## config.mk

```make
export PLATFORM = sky130hd
export DESIGN_NAME = jtoutrun_obj_sched
export DESIGN_NICKNAME = d
export VERILOG_FILES = /design/src/rtl/jtoutrun_obj_sched.sv
export SDC_FILE = /design/constraint.sdc
export NUM_CORES = 1
export LEC_CHECK = 0
export CAP_MARGIN = 20
export CELL_PAD_IN_SITES_DETAIL_PLACEMENT = 1
export CELL_PAD_IN_SITES_GLOBAL_PLACEMENT = 1
export CORE_UTILIZATION = 33
export DETAILED_ROUTE_END_ITERATION = 8
export GPL_ROUTABILITY_DRIVEN = 0
export HOLD_SLACK_MARGIN = 0.02
export PLACE_DENSITY = 0.79
export SLEW_MARGIN = 40
export SYNTH_ARGS = -nofsm -noshare
export SYNTH_HDL_FRONTEND = slang
export SYNTH_SLANG_ARGS = --single-unit
```

## constraint.sdc

```tcl
create_clock -name clk -period 1.9 [get_ports clk]
set_input_delay 0.38 -clock clk [delete_from_list [all_inputs] [get_ports clk]]
set_output_delay 0.38 -clock clk [all_outputs]
set_load 0.02 [all_outputs]
```

## src/rtl/jtoutrun_obj_sched.sv

```systemverilog
// Object scheduler: hands scanner descriptors to two draw engines and shares the single
// object-ROM port between them, flagging line completion and overruns.
module jtoutrun_obj_sched (
  input  logic        clk,
  input  logic        rst_n,
  input  logic        hstart,
  input  logic        scan_req,
  output logic        scan_ack,
  input  logic [49:0] scan_desc,
  input  logic        scan_done,
  output logic        e0_start,
  output logic        e1_start,
  output logic [49:0] e0_desc,
  output logic [49:0] e1_desc,
  input  logic        e0_busy,
  input  logic        e1_busy,
  input  logic        e0_cs,
  input  logic        e1_cs,
  input  logic [17:0] e0_addr,
  input  logic [17:0] e1_addr,
  output logic        e0_ok,
  output logic        e1_ok,
  output logic        obj_cs,
  output logic [17:0] obj_addr,
  input  logic        obj_ok,
  output logic        line_done,
  output logic        late
);

  typedef enum logic [1:0] {StIdle, StRun, StDone} state_t;

  state_t      r_state;
  logic [1:0]  r_pend;
  logic [1:0]  r_start;
  logic [49:0] r_desc0;
  logic [49:0] r_desc1;
  logic        r_line_done;
  logic        r_late;
  logic        r_gnt;
  logic        r_dead;
  logic        r_prev_ok;

  logic [1:0]  w_busy;
  logic [1:0]  w_free;
  logic        w_run;
  logic        w_ack;
  logic        w_tgt;
  logic        w_finish;
  logic        w_outstanding;
  logic        w_own_cs;
  logic        w_oth_cs;
  logic        w_sw;

  // An engine with a start in flight is not free yet: busy only shows two cycles after ack.
  assign w_busy        = {e1_busy, e0_busy};
  assign w_free        = ~w_busy & ~r_pend & ~r_start;
  assign w_run         = (r_state == StRun);
  assign w_ack         = w_run & ~hstart & scan_req & (|w_free);
  assign w_tgt         = ~w_free[0];
  assign w_finish      = w_run & ~hstart & scan_done & ~scan_req & (&w_free);
  assign w_outstanding = (|w_busy) | (|r_pend) | (|r_start) | scan_req;

  always_ff @(posedge clk or negedge rst_n) begin
    if (!rst_n) begin
      r_state     <= StIdle;
      r_pend      <= 2'b00;
      r_start     <= 2'b00;
      r_desc0     <= '0;
      r_desc1     <= '0;
      r_line_done <= 1'b0;
      r_late      <= 1'b0;
    end else begin
      r_start     <= {w_ack & w_tgt, w_ack & ~w_tgt};
      r_line_done <= w_finish;
      r_late      <= hstart & w_run & w_outstanding;
      if (w_ack && !w_tgt) r_desc0 <= scan_desc;
      if (w_ack &&  w_tgt) r_desc1 <= scan_desc;
      if (hstart) begin
        r_state <= StRun;
        r_pend  <= 2'b00;
      end else begin
        r_pend <= r_start | (r_pend & ~w_busy);
        if (w_finish) r_state <= StDone;
      end
    end
  end

  assign scan_ack  = w_ack;
  assign e0_start  = r_start[0];
  assign e1_start  = r_start[1];
  assign e0_desc   = r_desc0;
  assign e1_desc   = r_desc1;
  assign line_done = r_line_done;
  assign late      = r_late;

  // Grant moves to a requesting peer when the owner idles or has just received a word.
  assign w_own_cs = r_gnt ? e1_cs : e0_cs;
  assign w_oth_cs = r_gnt ? e0_cs : e1_cs;
  assign w_sw     = w_oth_cs & (~w_own_cs | r_prev_ok);

  // Dead resets high so the ROM port is quiet for as long as reset is held.
  always_ff @(posedge clk or negedge rst_n) begin
    if (!rst_n) begin
      r_gnt     <= 1'b0;
      r_dead    <= 1'b1;
      r_prev_ok <= 1'b0;
    end else if (hstart) begin
      r_gnt     <= 1'b0;
      r_dead    <= 1'b0;
      r_prev_ok <= 1'b0;
    end else begin
      r_dead    <= w_sw;
      r_prev_ok <= ~w_sw & obj_ok & ~r_dead;
      if (w_sw) r_gnt <= ~r_gnt;
    end
  end

  assign obj_cs   = w_own_cs & ~r_dead;
  assign obj_addr = r_gnt ? e1_addr : e0_addr;
  assign e0_ok    = obj_ok & ~r_gnt & ~r_dead;
  assign e1_ok    = obj_ok & r_gnt & ~r_dead;

endmodule

```

## Word-level counts from Yosys, hierarchy flattened

Cells that the tools add are included.

- Equality and inequality tests: 1
- Multiplexer cells: 10
- Shift operators: 0
- $lt $le $gt $ge: 0
- $add $sub $neg: 0
- $mul: 0
- Div/mod/pow operators: 0
- Reduce and logical (&&, ||, !) cells: 9
- Bitwise operators: 36

Operators by type and width:

| operator | count |
|---|---|
| bitwise AND 1 bit | 18 |
| 2-to-1 mux 18 bit | 1 |
| OR reduction 2 bit | 4 |
| inverter 1 bit | 7 |
| bitwise AND 2 bit | 3 |
| 2-to-1 mux 1 bit | 6 |
| 2-to-1 mux 2 bit | 3 |
| inverter 2 bit | 3 |
| OR 1 bit | 4 |
| nonzero test 2 bit | 2 |
| == test 2 x 1 -> 1 bit (second input constant) | 1 |
| logical AND 1 bit | 2 |
| OR 2 bit | 1 |
| AND reduction 2 bit | 1 |

- Output and inout port bits: 126
- Bits in writable memories: 0
- Logic and storage cells: 66
- Bits of input ports: 96
- Flip-flop bits (word level): 111
- Memories: 0
- Bits in latches: 0
- ROM bits: 0

## Logic depth before layout (Yosys ltp)

- Word-level depth: 8
- Mapped depth: 4
- Mapped depth without buffers: 3

## Least setup slack after synthesis

Ideal clock, no wire load.

- Path kind: in2out
- Start point: input port hstart
- End point: output port scan_ack
- Buffers on the path: 0
- Path slack: 141 ps
- Arrival time: 1379 ps
- Data required time: 1520 ps
- Stages: 2
- Path through: or4bb_2 a21oi_1

- Cells in the longest elaborated chain, start to end: 4

Ends and longest elaborated chain:

| what | line | RTL |
|---|---|---|
| start: declaration | 6 | `input logic hstart,` |
| inverter 1 bit | 58 | `assign w_ack = w_run & ~hstart & scan_req & (\|w_free);` |
| bitwise AND 1 bit (3 in a row) | 58 |  |
| end: declaration | 8 | `output logic scan_ack,` |

No other way between the ends.

## Worst setup path in the final report

- Start point: register r_state[1]
- End point: output port scan_ack

- Cells in the longest elaborated chain, start to end: 4

Ends and longest elaborated chain:

| what | line | RTL |
|---|---|---|
| start: declaration | 32 | `state_t r_state;` |
| start signal: assignment | 65 | `r_state <= StIdle;` |
| start signal: assignment | 79 | `r_state <= StRun;` |
| start signal: assignment | 83 | `if (w_finish) r_state <= StDone;` |
| == test 2 x 1 -> 1 bit | 57 | `assign w_run = (r_state == StRun);` |
| bitwise AND 1 bit (3 in a row) | 58 |  |

No other way between the ends.

==> Flow_metrics.wiki <==
{| class="wikitable"
! Metric !! Value
|-
| Routed via count || 3,348
|-
| Post-CTS repair timing setup buffer count || 0
|-
| Clock network fraction of total power || 24.4%
|-
| Synthesized flop and latch total || 111
|-
| Cell at the root of the clock tree || sky130_fd_sc_hd__clkbuf_16
|-
| Start point of the worst min-delay path || hstart
|-
| Cell area after placement || 7400 µm²
|-
| Via count of the first global-routing pass || 3,907
|-
| Combined flip-flop and latch cell area || 2780 µm²
|-
| Avg Vias per Cell || 4.65
|-
| Worst ir drop on vdd || 737 µV
|-
| Area of the placeable core || 14,000 µm²
|-
| Utilization after layout || 54.9%
|-
| Post-synthesis share of cell area spent on full adders, half adders and majority gates || 0%
|-
| Largest family of logic cells by synthesized area || multiplexers
|-
| Crit path required time || 1.52 ns
|-
| Total global routing overflow || 0
|-
| Hold Crit Depth || 3
|-
| Clk slew on worst S/H paths || 0.08 ns
|-
| Outcome || finished with violations
|-
| Count of distinct cell types in the synthesized netlist || 34
|-
| Post-route fraction of the period consumed by the critical path || 101%
|-
| Buffers from clock root to sink, at most || 2
|-
| Count of nets after finishing || 631
|-
| F_max || 520 MHz
|-
| CP max stage cell || sky130_fd_sc_hd__or4bb_4
|-
| Critical Path End Type || primary output
|-
| Delay of the slowest critical-path stage || 0.53 ns
|-
| Number of max-capacitance violations reported || 0
|-
| Final Max Tran Viols || 0
|-
| Data arrival time of the worst path || 1.54 ns
|-
| Total net switching power || 2.74 mW
|-
| Area contributors post-synth || sky130_fd_sc_hd__dfrtp_1 (58%), sky130_fd_sc_hd__mux2_4 (20%), sky130_fd_sc_hd__mux2_2 (13%), sky130_fd_sc_hd__buf_6 (2.4%), sky130_fd_sc_hd__dfstp_2 (0.55%)
|-
| Filler cells || 1,375
|-
| Starting density of the core || 34.0%
|-
| R2r worst-path depth || 5
|-
| Net count after synthesis || 379
|-
| Sequential group share of total power || 37.0%
|-
| Design Power || 8.95 mW
|-
| RR Endpoint || e1_desc[43]
|-
| Post-place setup slack || -0.704 ns
|-
| Drt pass-1 iters || 4
|-
| Commonest cells after routing, fill and taps aside || sky130_fd_sc_hd__clkdlybuf4s50_1 (196), sky130_fd_sc_hd__dfrtp_1 (109), sky130_fd_sc_hd__mux2_4 (62)
|-
| Nature of the critical path startpoint || flop
|-
| Non-Filler Instances || 720
|-
| Slew at the pin closest to its max-slew limit || 0.474 ns
|-
| CTS Sinks || 111
|-
| Share of total power consumed by net switching || 30.6%
|-
| Critical path cell sequence || or4bb_4 -> a21oi_2 -> buf_4
|-
| Worst Setup Path Type || flop to primary output
|-
| Synthesized-area fraction occupied by and/or/nand/nor cells || 4.03%
|-
| Number of CTS-inserted buffers || 9
|-
| Top-area cell type share of the netlist area || 57.9%
|-
| Routed wire per std cell || 18.9 µm
|-
| Cell Rows || 43
|-
| TritonCTS clock tree || yes
|-
| Violated checks || setup timing
|-
| LEAKAGE || 3.52 nW
|-
| Final worst slack || -0.0224 ns
|-
| Post-detailed-route DRC marker count || 0
|-
| Die Wd || 122 µm
|-
| Worst slew margin relative to its limit || 68.4%
|-
| Total Wirelength || 13,600 µm
|-
| Initial antenna violation count || 0
|-
| Synthesized instance count || 283
|-
| Final hold violation count || 0
|-
| Area of the multi-input gates || 1840 µm²
|-
| Cell area after layout || 7680 µm²
|-
| Number of routed nets with antenna violations || 0
|-
| Placed wire-length estimate after detailed placement || 10,200 µm
|-
| RSZ-0062 raised after global routing || true
|-
| Height of the chip || 122 µm
|-
| Highest net fanout along the worst path || 2
|-
| Final setup violation count || 1
|-
| Pwr dens || 1170 nW/µm²
|-
| Multiplexer share of the synthesized area || 33.1%
|-
| Combinational cell fraction of total power || 38.6%
|-
| Parity-gate share of the synthesized area counting xor and xnor cells || 0%
|-
| Worst clock skew || 0.00924 ns
|-
| Hold Worst Slack || 0.344 ns
|-
| I/O pin total || 222
|-
| Slack of the worst reg-to-reg path || 0.18 ns
|-
| Seq/Total Area, Yosys || 58.4%
|-
| Cell area after technology mapping || 4750 µm²
|-
| Final critical path time including I/O delays and setup || 1.92 ns
|-
| Biggest area consumer among synthesized cells || sky130_fd_sc_hd__dfrtp_1
|-
| Total routing resource utilization after global routing || 18.6%
|-
| Die Footprint || 14,900 µm²
|-
| Depth of the CTS H-tree || 3
|-
| Worst-Skew Late Latency || 0.35 ns
|-
| Post-Synthesis Mean Instance Area || 16.8 µm²
|-
| Synth Area in Compound Gates || 1.45%
|-
| Setup TNS || -0.0224 ns
|-
| Yosys Warn Count || 0
|-
| Wire length of the first global-routing pass || 21,100 µm
|-
| Antenna Cells || 0
|-
| Crit Reg-Reg Startpoint || r_state[1]
|-
| Maximum number of pins on one net before global-route repair || 43
|-
| Worst min-delay path endpoint || r_start[1]
|-
| Internal power || 6.21 mW
|-
| Layout cells sized above 1 || 36.9%
|-
| Port Buffers || 221
|-
| Most common library cell in the layout ignoring fill and taps || sky130_fd_sc_hd__clkdlybuf4s50_1
|-
| Growth of design area from synthesis to finish || 61.6%
|-
| Hold Path Class || input port to flop
|-
| Starting DRC count in detailed routing || 95
|-
| Placed cell count || 702
|}
-- critical path: cells and delay by family (launching register included) --
kind / cells / cell delay (ns)
buf+inv: 1 / 0.15
flops: 1 / 0.40
simple gates: 1 / 0.53
compound gates: 1 / 0.12
-- state kept, by name, summed over array words and instances, names as in the netlist --
signal	count
r_pend	2
e0_desc	50
late	1
r_prev_ok	1
r_dead	1
e1_desc	50
r_gnt	1
r_state	2
line_done	1
r_start	2
-- cell usage after synthesis --
| cell | number |
|---|---|
| sky130_fd_sc_hd__a2111oi_0 | 1 |
| sky130_fd_sc_hd__a21o_1 | 1 |
| sky130_fd_sc_hd__a21oi_1 | 5 |
| sky130_fd_sc_hd__a41oi_1 | 1 |
| sky130_fd_sc_hd__and3b_1 | 1 |
| sky130_fd_sc_hd__and4bb_2 | 1 |
| sky130_fd_sc_hd__buf_2 | 1 |
| sky130_fd_sc_hd__buf_6 | 10 |
| sky130_fd_sc_hd__clkbuf_1 | 2 |
| sky130_fd_sc_hd__dfrtp_1 | 110 |
| sky130_fd_sc_hd__dfstp_2 | 1 |
| sky130_fd_sc_hd__inv_1 | 5 |
| sky130_fd_sc_hd__mux2_2 | 56 |
| sky130_fd_sc_hd__mux2_4 | 62 |
| sky130_fd_sc_hd__mux2i_1 | 1 |
| sky130_fd_sc_hd__nand2_4 | 1 |
| sky130_fd_sc_hd__nand2b_1 | 1 |
| sky130_fd_sc_hd__nand3_1 | 1 |
| sky130_fd_sc_hd__nand3_4 | 1 |
| sky130_fd_sc_hd__nand3b_1 | 1 |
| sky130_fd_sc_hd__nor2_1 | 4 |
| sky130_fd_sc_hd__nor2b_1 | 2 |
| sky130_fd_sc_hd__nor3_1 | 2 |
| sky130_fd_sc_hd__nor3_2 | 1 |
| sky130_fd_sc_hd__nor3_4 | 1 |
| sky130_fd_sc_hd__nor3b_1 | 1 |
| sky130_fd_sc_hd__nor4_1 | 1 |
| sky130_fd_sc_hd__nor4b_1 | 1 |
| sky130_fd_sc_hd__o21ai_0 | 2 |
| sky130_fd_sc_hd__o22a_1 | 1 |
| sky130_fd_sc_hd__or2_2 | 1 |
| sky130_fd_sc_hd__or3_1 | 1 |
| sky130_fd_sc_hd__or3_4 | 1 |
| sky130_fd_sc_hd__or4bb_2 | 1 |
-- cell families (layout without fill, tap and decap cells) --
kind of cell | count (synthesis) | after routing
muxes | 119 | 119
DFF | 111 | 111
and+or+nand+nor | 24 | 24
buffers and inverters | 18 | 275
AOI/OAI and AO/OA | 11 | 11
-- routing by layer --
layer	GRT usage, %	vias to the layer above	share of wire (%)
met5	0	-	0
met4	5.86	0	1.4
met3	6.41	17	8.3
met2	33.2	143	52
met1	20.7	1683	38
li1	-	1505	-
-- what timing repair did --
action | 4_1_cts | 5_1_grt
hold buffers | 1 | 0
gates resized for setup | 83 | 7
endpoints found under the hold margin | 32 | 0
endpoints found under the setup margin | 22 | 3
pin swaps | 1 | 1
cloned | 0 | 1
-- cell type report --
type                            count  area share, %
Inverter                            5          0.244
Clock inverter                      7           1.55
Multi-Input combinational cell    154           23.9
Timing Repair Buffer              254           32.2
Clock buffer                        9           2.93
Sequential cell                   111           36.2
Tap cell                          180           2.93
-- power groups by stage --
| stage | Sequential (mW) | Combinational (mW) | Clock [mW] |
|---|---|---|---|
| 3_5_place_dp | 3.36 | 3.50 | 0 |
| 2_1_floorplan | 4.05 | 0.941 | 0 |
| 3_3_place_gp | 3.31 | 3.43 | 0 |
| 6_report | 3.32 | 3.45 | 2.18 |
| 4_1_cts | 3.32 | 3.49 | 2.25 |
| 5_1_grt | 3.39 | 3.64 | 2.31 |
-- how the worst max path moves through the flow --
stage | to | cells after the start | startpoint
2_1_floorplan | scan_ack | 2 | hstart
3_3_place_gp | scan_ack | 4 | hstart
3_5_place_dp | scan_ack | 4 | hstart
4_1_cts | scan_ack | 4 | hstart
5_1_grt | scan_ack | 3 | r_state[1]
6_report | scan_ack | 3 | r_state[1]
Power figures use the tool's default switching activity.
